==> src/rtl/mem_arb_pkg.sv <==
// Shared types and helpers for the way0/way1 data-RAM port arbiter.
package mem_arb_pkg;

    localparam int ARB_ADDR_W = 32;
    localparam int ARB_DATA_W = 64;
    localparam int ARB_MASK_W = 4;

    localparam logic [2:0] WSTATE_DONE = 3'b111;

    typedef enum logic [1:0] {
        IDLE  = 2'd0,
        READ  = 2'd1,
        WRITE = 2'd2
    } arb_state_e;

    typedef struct packed {
        logic                  we;
        logic [ARB_ADDR_W-1:0] addr;
        logic [ARB_DATA_W-1:0] wdata;
        logic [ARB_MASK_W-1:0] wmask;
        logic [1:0]            pid;
    } mem_req_t;

    // pid_a is older when pid_b lies one or two steps after it on the 2-bit ring
    function automatic logic is_older(input logic [1:0] pid_a, input logic [1:0] pid_b);
        logic [1:0] diff;
        diff = pid_b - pid_a;
        return (diff == 2'd1) || (diff == 2'd2);
    endfunction

endpackage

==> src/rtl/mem_arb_hold_entry.sv <==
// One-entry request holding register for a single way.
module mem_arb_hold_entry
    import mem_arb_pkg::*;
(
    input  logic     clk,
    input  logic     reset_n,
    input  logic     load_i,
    input  mem_req_t req_i,
    input  logic     clear_i,
    input  logic     flush_i,
    input  logic     granted_i,
    output logic     valid_o,
    output mem_req_t req_o
);

    logic     valid_q, valid_d;
    mem_req_t req_q, req_d;

    // A granted entry survives a flush so the bus transaction can finish
    always_comb begin
        valid_d = valid_q;
        req_d   = req_q;
        if (clear_i || (flush_i && !granted_i)) begin
            valid_d = 1'b0;
        end else if (load_i) begin
            valid_d = 1'b1;
            req_d   = req_i;
        end else begin
            valid_d = valid_q;
        end
    end

    // Entry storage
    always_ff @(posedge clk or negedge reset_n) begin
        if (!reset_n) begin
            valid_q <= 1'b0;
            req_q   <= '0;
        end else begin
            valid_q <= valid_d;
            req_q   <= req_d;
        end
    end

    assign valid_o = valid_q;
    assign req_o   = req_q;

endmodule

==> src/rtl/mem_port_arbiter.sv <==
// Arbitrates the single data-RAM port between the way0 and way1 memory stages,
// oldest pID first, with back-to-back chaining of the next held request.
module mem_port_arbiter
    import mem_arb_pkg::*;
#(
    parameter int ADDR_W = ARB_ADDR_W,
    parameter int DATA_W = ARB_DATA_W,
    parameter int MASK_W = ARB_MASK_W
) (
    input  logic                clk,
    input  logic                reset_n,
    input  logic                flush_i,
    input  logic [1:0]          req_valid_i,
    output logic [1:0]          req_ready_o,
    input  logic [1:0]          req_we_i,
    input  logic [2*ADDR_W-1:0] req_addr_i,
    input  logic [2*DATA_W-1:0] req_wdata_i,
    input  logic [2*MASK_W-1:0] req_wmask_i,
    input  logic [3:0]          req_pid_i,
    output logic [1:0]          rsp_valid_o,
    output logic [2*DATA_W-1:0] rsp_rdata_o,
    output logic [ADDR_W-1:0]   mem_raddr_o,
    output logic [ADDR_W-1:0]   mem_waddr_o,
    output logic [DATA_W-1:0]   mem_wdata_o,
    output logic [MASK_W-1:0]   mem_wmask_o,
    input  logic [DATA_W-1:0]   mem_rdata_i,
    input  logic                mem_data_ok_i,
    input  logic [2:0]          mem_wstate_i,
    output logic                busy_o
);

    arb_state_e          state_q, state_d;
    logic                grant_q, grant_d;
    logic                flushed_q, flushed_d;
    logic [1:0]          rsp_valid_q, rsp_valid_d;
    logic [2*DATA_W-1:0] rsp_rdata_q, rsp_rdata_d;

    mem_req_t   req_in_s   [2];
    mem_req_t   hold_req_s [2];
    mem_req_t   cur_s;
    logic [1:0] hold_valid_s, accept_s, zero_addr_s, load_s, clear_s, granted_s;
    logic       busy_s, done_s, pick_s, other_s;

    assign busy_s      = (state_q != IDLE);
    assign other_s     = ~grant_q;
    assign cur_s       = hold_req_s[grant_q];
    assign req_ready_o = ~hold_valid_s & {2{~flush_i}};

    for (genvar w = 0; w < 2; w++) begin : g_way
        assign req_in_s[w]    = {req_we_i[w], req_addr_i[w*ADDR_W +: ADDR_W],
                                 req_wdata_i[w*DATA_W +: DATA_W],
                                 req_wmask_i[w*MASK_W +: MASK_W], req_pid_i[w*2 +: 2]};
        assign accept_s[w]    = req_valid_i[w] & req_ready_o[w];
        // Address 0 means an idle bus, so such requests are answered without holding
        assign zero_addr_s[w] = (req_addr_i[w*ADDR_W +: ADDR_W] == '0);
        assign load_s[w]      = accept_s[w] & ~zero_addr_s[w];
        assign granted_s[w]   = busy_s & (grant_q == 1'(w));
        assign clear_s[w]     = granted_s[w] & done_s;

        mem_arb_hold_entry u_hold (
            .clk       (clk),
            .reset_n   (reset_n),
            .load_i    (load_s[w]),
            .req_i     (req_in_s[w]),
            .clear_i   (clear_s[w]),
            .flush_i   (flush_i),
            .granted_i (granted_s[w]),
            .valid_o   (hold_valid_s[w]),
            .req_o     (hold_req_s[w])
        );
    end

    // Way1 wins only when strictly older; a tie or the ambiguous half-ring distance favours way0
    assign pick_s = hold_valid_s[1] &
                    (~hold_valid_s[0] |
                     (is_older(hold_req_s[1].pid, hold_req_s[0].pid) &
                      ~is_older(hold_req_s[0].pid, hold_req_s[1].pid)));

    // Completion of the in-flight transaction
    always_comb begin
        done_s = 1'b0;
        case (state_q)
            READ:    done_s = mem_data_ok_i;
            WRITE:   done_s = (mem_wstate_i == WSTATE_DONE);
            default: done_s = 1'b0;
        endcase
    end

    // FSM state, grant and flush-seen registers
    always_ff @(posedge clk or negedge reset_n) begin
        if (!reset_n) begin
            state_q   <= IDLE;
            grant_q   <= 1'b0;
            flushed_q <= 1'b0;
        end else begin
            state_q   <= state_d;
            grant_q   <= grant_d;
            flushed_q <= flushed_d;
        end
    end

    // Next-state: grant from IDLE, or chain straight to the other hold on completion
    always_comb begin
        state_d   = state_q;
        grant_d   = grant_q;
        flushed_d = flushed_q;
        case (state_q)
            IDLE: begin
                flushed_d = 1'b0;
                if ((|hold_valid_s) && !flush_i) begin
                    grant_d = pick_s;
                    state_d = hold_req_s[pick_s].we ? WRITE : READ;
                end else begin
                    state_d = IDLE;
                end
            end
            READ, WRITE: begin
                if (done_s) begin
                    flushed_d = 1'b0;
                    if (hold_valid_s[other_s] && !flush_i) begin
                        grant_d = other_s;
                        state_d = hold_req_s[other_s].we ? WRITE : READ;
                    end else begin
                        state_d = IDLE;
                    end
                end else begin
                    flushed_d = flushed_q | flush_i;
                end
            end
            default: begin
                state_d   = IDLE;
                flushed_d = 1'b0;
            end
        endcase
    end

    // Bus outputs: driven only by the granted hold, zero otherwise
    always_comb begin
        mem_raddr_o = '0;
        mem_waddr_o = '0;
        mem_wdata_o = '0;
        mem_wmask_o = '0;
        case (state_q)
            READ: mem_raddr_o = cur_s.addr;
            WRITE: begin
                mem_waddr_o = cur_s.addr;
                mem_wdata_o = cur_s.wdata;
                mem_wmask_o = cur_s.wmask;
            end
            default: mem_raddr_o = '0;
        endcase
    end

    assign busy_o = busy_s;

    // Response pulses; data persists between pulses
    always_comb begin
        rsp_valid_d = 2'b00;
        rsp_rdata_d = rsp_rdata_q;
        for (int w = 0; w < 2; w++) begin
            if (accept_s[w] && zero_addr_s[w]) begin
                rsp_valid_d[w]                  = 1'b1;
                rsp_rdata_d[w*DATA_W +: DATA_W] = '0;
            end else begin
                rsp_valid_d[w] = 1'b0;
            end
        end
        if (done_s && !flush_i && !flushed_q) begin
            rsp_valid_d[grant_q]                  = 1'b1;
            rsp_rdata_d[grant_q*DATA_W +: DATA_W] = (state_q == READ) ? mem_rdata_i : '0;
        end else begin
            rsp_rdata_d = rsp_rdata_d;
        end
    end

    // Response registers
    always_ff @(posedge clk or negedge reset_n) begin
        if (!reset_n) begin
            rsp_valid_q <= 2'b00;
            rsp_rdata_q <= '0;
        end else begin
            rsp_valid_q <= rsp_valid_d;
            rsp_rdata_q <= rsp_rdata_d;
        end
    end

    assign rsp_valid_o = rsp_valid_q;
    assign rsp_rdata_o = rsp_rdata_q;

endmodule

==> config.mk <==
export PLATFORM = sky130hd
export DESIGN_NAME = mem_port_arbiter
export DESIGN_NICKNAME = d
export VERILOG_FILES = /design/src/rtl/mem_arb_pkg.sv /design/src/rtl/mem_arb_hold_entry.sv /design/src/rtl/mem_port_arbiter.sv
export SDC_FILE = /design/constraint.sdc
export NUM_CORES = 1
export LEC_CHECK = 0
export CAP_MARGIN = 20
export CORE_UTILIZATION = 35
export CTS_CLUSTER_SIZE = 16
export DETAILED_ROUTE_END_ITERATION = 7
export PLACE_DENSITY_LB_ADDON = 0.25
export SLEW_MARGIN = 30
export SYNTH_ARGS = -nofsm -noshare
export SYNTH_HDL_FRONTEND = slang
export SYNTH_SLANG_ARGS = --single-unit
export TNS_END_PERCENT = 10
==> constraint.sdc <==
create_clock -name clk -period 2.7 [get_ports clk]
set_input_delay 0.675 -clock clk [delete_from_list [all_inputs] [get_ports clk]]
set_output_delay 0.675 -clock clk [all_outputs]
set_load 0.02 [all_outputs]
Word level (Yosys, flattened, before mapping)
Cells that the tools add are included.
{"block": "op_classes", "add_sub_neg": 3, "n_lt_le_gt_ge": 6, "n_eq_ne": 10, "n_shift": 2, "mux": 42, "bitwise_logic": 26, "reduce_logical": 29}
{"cell": "$mux 103", "n": 6}
{"cell": "$mux 102", "n": 3}
{"cell": "$mux 64", "n": 4}
{"cell": "$bwmux 128", "n": 1}
{"cell": "$mux 128", "n": 1}
{"cell": "$shift 64x34->128 const A", "n": 1}
{"cell": "$shiftx 64x34->128", "n": 1}
{"cell": "$logic_not 32->1", "n": 2}
{"cell": "$mux 32", "n": 2}
{"cell": "$neg 7->34", "n": 1}
{"cell": "$mux 1", "n": 14}
{"cell": "$mux 2", "n": 6}
{"cell": "$and 1x1->1", "n": 10}
{"cell": "$logic_and 1x1->1", "n": 9}
{"cell": "$not 1->1", "n": 8}
{"cell": "$reduce_bool 2->1", "n": 4}
{"cell": "$eq 2x1->1 const B", "n": 3}
{"cell": "$eq 2x2->1 const B", "n": 3}
{"cell": "$ge 2x2->1 const B", "n": 3}
{"cell": "$ne 2x2->1 const B", "n": 3}
{"cell": "$not 1->2", "n": 3}
{"cell": "$logic_not 1->1", "n": 4}
{"cell": "$logic_or 1x1->1", "n": 4}
{"cell": "$lt 1x2->1 const B", "n": 2}
{"cell": "other kinds (15)", "n": 20}
{"block": "word_totals", "register_bits": 342, "input_bits": 279, "output_inout_bits": 265, "word_cells": 135}

Longest topological paths before layout
{"block": "depth", "ltp_word": 14, "mapped_depth": 10, "mapped_depth_nobuf": 7}

By module
From an unflattened synthesis, not the netlist that was laid out.
{"block": "hier_totals", "hier_cells": 1103, "area_unflattened_um2": 15353.5}
{"module": "mem_arb_hold_entry", "n_inst": 2, "cells_per_inst": 222, "area_each_um2": 3895.0, "seq_area_each_um2": 2602.5}
{"module": "mem_port_arbiter", "n_inst": 1, "cells_per_inst": 659, "area_each_um2": 7563.5, "seq_area_each_um2": 3353.2}

Worst setup path after synthesis
OpenSTA, ideal clock, no wires.
{"block": "synth_timing", "path_kind": "input to register", "startpoint": "input flush_i", "endpoint": "register g_way[0].u_hold.req_q, in the netlist g_way[0].u_hold.req_o[0]", "setup_ns": 0.125, "arrival_time_ns": 2.270, "required_ns": 2.575, "setup_slack_ns": 0.305, "cell_stages": 8, "n_path_buf": 3, "cell_sequence": "buf_2 > nor2_1 > nand2_1 > o21bai_1 > nor2_1 > buf_6 > buf_6 > mux2_4"}
{"block": "synth_via", "elab_chain_cells": 5, "word_cells_on_any_way": 8, "cone_classes": "bitwise: 5; reduce/logical: 3"}
{"element": "start: declaration", "line_no": "mem_port_arbiter.sv:12", "text": "input logic flush_i,"}
{"element": "$not 1->1", "line_no": "mem_port_arbiter.sv:47", "text": "assign req_ready_o = ~hold_valid_s & {2{~flush_i}};"}
{"element": "$and 2x2->2", "line_no": "mem_port_arbiter.sv:47"}
{"element": "named net req_ready_o[0]", "line_no": "mem_port_arbiter.sv:14", "text": "output logic [1:0] req_ready_o,"}
{"element": "$and 1x1->1", "line_no": "mem_port_arbiter.sv:53", "text": "assign accept_s[w] = req_valid_i[w] & req_ready_o[w];"}
{"element": "$and 1x1->1", "line_no": "mem_port_arbiter.sv:56", "text": "assign load_s[w] = accept_s[w] & ~zero_addr_s[w];"}
{"element": "$reduce_and 2->1 (no source line)"}
{"element": "end signal: assignment", "line_no": "mem_arb_hold_entry.sv:40", "text": "req_q <= req_d;"}
{"element": "end: declaration", "line_no": "mem_arb_hold_entry.sv:17", "text": "mem_req_t req_q, req_d;"}
The timed path passes the listed nets, and every way through them passes these cells.
A chain may end at the register's enable or synchronous reset.

Worst setup path in the final report
{"block": "layout_timing", "startpoint": "register grant_q", "endpoint": "output mem_raddr_o[23]"}
{"block": "layout_via", "elab_chain_cells": 5}
{"element": "start: declaration", "line_no": "mem_port_arbiter.sv:33", "text": "logic grant_q, grant_d;"}
{"element": "start signal: assignment", "line_no": "mem_port_arbiter.sv:97", "text": "grant_q <= grant_d;"}
{"element": "$not 1->2 (not written as such)", "line_no": "mem_port_arbiter.sv:46", "text": "assign cur_s = hold_req_s[grant_q];"}
{"element": "$mux 102 (not written as such) (3 in a row)", "line_no": "mem_port_arbiter.sv:46"}
{"element": "$mux 32", "line_no": "mem_port_arbiter.sv:143", "text": "case (state_q)"}
{"element": "end: declaration", "line_no": "mem_port_arbiter.sv:22", "text": "output logic [ADDR_W-1:0] mem_raddr_o,"}
No other way between the ends. The select of a mux whose other input is x is not followed.

==> impl_metrics.json <==
{
  "outcome": "complete, but fails checks",
  "failed_checks": "setup timing",
  "design.final.nets": 1978,
  "yosys_most_used_dff": "dfrtp_1",
  "synth_enable_flop_cells": 0,
  "synth_top_cells_by_count": "342 x dfrtp_1, 140 x mux2_4, 134 x nor2b_1",
  "report.final.setup_viol": 8,
  "layout_skew_ns": 0.0199,
  "crit_fanout": 15,
  "drtIter0Drc": 735,
  "clk_transition_reported_paths_ns": 0.06,
  "cts_tree": "built",
  "layout.filler_cells": 3709,
  "utilization_pct": 54.3,
  "endpoint_kind": "output port",
  "leading_cell_type_by_number_of_instances_after_synthesis": "dfrtp_1",
  "clock.fmax_ghz": 0.365,
  "synth.top_cells.by_area": "dfrtp_1 55%, mux2_4 13%, a32o_1 8.2%",
  "drive_gt1_share_pct": 31.7,
  "grt_start_max_net_pins": 72,
  "cp_data_required_time_ns": 2.03,
  "fp.dieArea_um2": 45400,
  "layout_min_cycle_time_ns": 2.74,
  "cts.sinks": 342,
  "die-height_um": 213,
  "post_synth_inst_count": 1088,
  "ff_latch_area_um2": 8560,
  "port_buffers": 543,
  "syn_avg_cell_area_um2": 14.3,
  "initial_core_utilization_pct": 35.8,
  "area_growth_syn_to_layout_pct": 51.8,
  "cellPowerDensity_nw_per_um2": 844,
  "unrepaired_setup_endpoints_after_global_routing": "yes",
  "cp-start-kind": "register",
  "detailroute.via_count": 11700,
  "cts.hold.buffers_added": 0,
  "cap_violations": 0,
  "design_power_total_mw": 20.0,
  "htreeDepth": 2,
  "final_routed_wirelength_um": 52500,
  "floorplan.rows": 76,
  "report.final.hold_viol_count": 0,
  "slew_headroom_pct": 48.8,
  "first_pass_grt_wire_length_um": 76900,
  "final-max-slew-violation-count": 0,
  "ys_ff_latch": 342,
  "global_route.usage.total_pct": 22.5,
  "area_of_the_core_um2": 43600,
  "detail_route.first_pass.iterations": 5,
  "async_reset_ff_share_pct": 100,
  "vias_per_cell": 5.07,
  "place.detailed.hpwl_um": 36500,
  "grt_overflow_total": 0,
  "ant_nets": 0,
  "ir_drop_v": 0.000509,
  "finalWeightedCongestion": 0.805,
  "post-route-drc-count": 0,
  "worstMarginPinSlew_ns": 0.768,
  "clock_latency_ns": 0.55,
  "synth_largest_area_cell": "dfrtp_1",
  "yosys.area.top_type_share_pct": 54.9,
  "initial_antenna_violation_count": 8,
  "synthesis.yosys.warnings": 0,
  "synth_cell_type_count": 32,
  "avgRoutedWirePerCell_um": 22.7,
  "cts_buffer_depth": 3,
  "layout_setup_ws_ns": -0.0420,
  "hold_path_class": "in2async",
  "synth_sequential_area_ratio_pct": 54.9,
  "leakage_nw": 10.5,
  "criticalPathCategory": "reg2out",
  "critical_path_arrival_ns": 2.07,
  "synth_fp_nets": 1373,
  "cts_buffers": 39,
  "top_level_ports": 544,
  "multiInputGateArea_um2": 6720,
  "die_w_um": 213,
  "first_global_vias": 12500,
  "root_buffer": "clkbuf_16",
  "timing.final.crit_share_pct": 102,
  "post_synth_instance_area_um2": 15600
}
[per-layer routing]
layer,vias to the layer above,global-route usage [%],part of all wire [%]
li1,5265,-,-
met1,5975,28.2,41
met2,403,37.1,49
met3,84,5.63,6.7
met4,2,8.61,2.7
met5,-,0,0.021
[metrics by stage]
stage	setup WS, ns	std cells	hold slack (ns)	instance area, µm²	TNS, ns
floorplan	0.305	1088	0.379	15600	0
global placement	-0.302	2220	0.472	22400	-76.72
detailed placement	-0.329	2220	0.480	22400	-82.69
CTS	-0.187	2298	0.0292	23700	-17.48
global route	-0.113	2313	0.0438	23700	-4.99
finish	-0.0420	2313	0.0343	23700	-0.117
[state kept, by name, summed over array words and instances, names as in the netlist]
signal                flops
g_way.u_hold.valid_o      2
g_way.u_hold.req_o      206
grant_q                   1
state_q                   2
rsp_valid_o               2
rsp_rdata_o             128
flushed_q                 1
[critical path: stages (launching register included)]
cell	delay, ns
dfrtp_4	0.49
bufbuf_16	0.36
mux2i_2	0.28
nor2b_1	0.07
dlygate4sd2_1	0.32
[path summary, 6_finish.rpt]
path / start / end / slack [ns] / cells past startpoint
worst max-delay path: grant_q$_DFFE_PN0P_ / mem_raddr_o[23] / -0.04 / 4
worst min-delay path: reset_n / g_way[0].u_hold.req_o[26]$_DFFE_PN0P_ / 0.03 / 1
worst max register to register: state_q[1]$_DFFE_PN0P_ / g_way[0].u_hold.req_o[83]$_DFFE_PN0P_ / 0.07 / 10
worst min register to register: rsp_rdata_o[8]$_DFF_PN0_ / rsp_rdata_o[8]$_DFF_PN0_ / 0.49 / 1
max in group asynchronous: reset_n / rsp_rdata_o[103]$_DFF_PN0_ / 1.86 / 2
min in group clk: rsp_rdata_o[8]$_DFF_PN0_ / rsp_rdata_o[8]$_DFF_PN0_ / 0.49 / 1
[placed cells by master, fill, tap and decap left out, types with 4 or more instances in the layout]
| cell type | n |
|---|---|
| mux2i_2 | 14 |
| mux2i_1 | 89 |
| nor4_1 | 18 |
| inv_1 | 10 |
| bufbuf_16 | 4 |
| buf_4 | 94 |
| nand4_1 | 5 |
| mux2_2 | 48 |
| clkdlybuf4s50_1 | 407 |
| a21oi_1 | 4 |
| clkbuf_16 | 40 |
| a32o_1 | 128 |
| clkinv_2 | 7 |
| buf_2 | 54 |
| mux2_4 | 158 |
| nand2_1 | 6 |
| dlygate4sd2_1 | 8 |
| buf_16 | 4 |
| dfrtp_1 | 340 |
| clkbuf_1 | 7 |
| buf_12 | 29 |
| clkbuf_8 | 9 |
| nor2b_1 | 130 |
| nor2_1 | 5 |
| diode_2 | 7 |
| clkdlybuf4s15_2 | 7 |
| nor2_4 | 4 |
| clkbuf_2 | 44 |
[timing repair]
action	4_1_cts	5_1_grt
resized for setup	411	125
setup endpoints to repair	225	292
pin swaps	3	2
setup buffers	4	7
gates cloned	5	1
[cell families (layout without fill, tap and decap cells)]
| logic type | Yosys count | in the layout | synth area share [%] |
|---|---|---|---|
| flip-flops | 342 | 342 | 54.9 |
| multiplexers | 311 | 311 | 25.0 |
| AND/OR/NAND/NOR | 181 | 181 | 7.07 |
| AO/OA/AOI/OAI | 144 | 144 | 9.01 |
| buffers and inverters | 103 | 736 | 3.42 |
| adder cells (fa/ha/maj) | 6 | 6 | 0.481 |
| XOR/XNOR | 1 | 1 | 0.144 |
| other | 0 | 7 | 0 |
[area by class of cell]
cell class              instances  area share (%)
diodes                          7          0.0740
clock buffers                  55            4.76
clock inverters                14           0.634
inverters                      11           0.174
multi-input cells             643            28.4
flip-flops and latches        342            36.2
well taps                     585            3.09
repair buffers                656            26.7
[report_power, final]
group          internal, mW  switching [mW]
registers              6.51           0.884
clock network          3.11            2.17
logic                  4.07            3.22
Note: power is estimated with default switching activity, not from simulation.
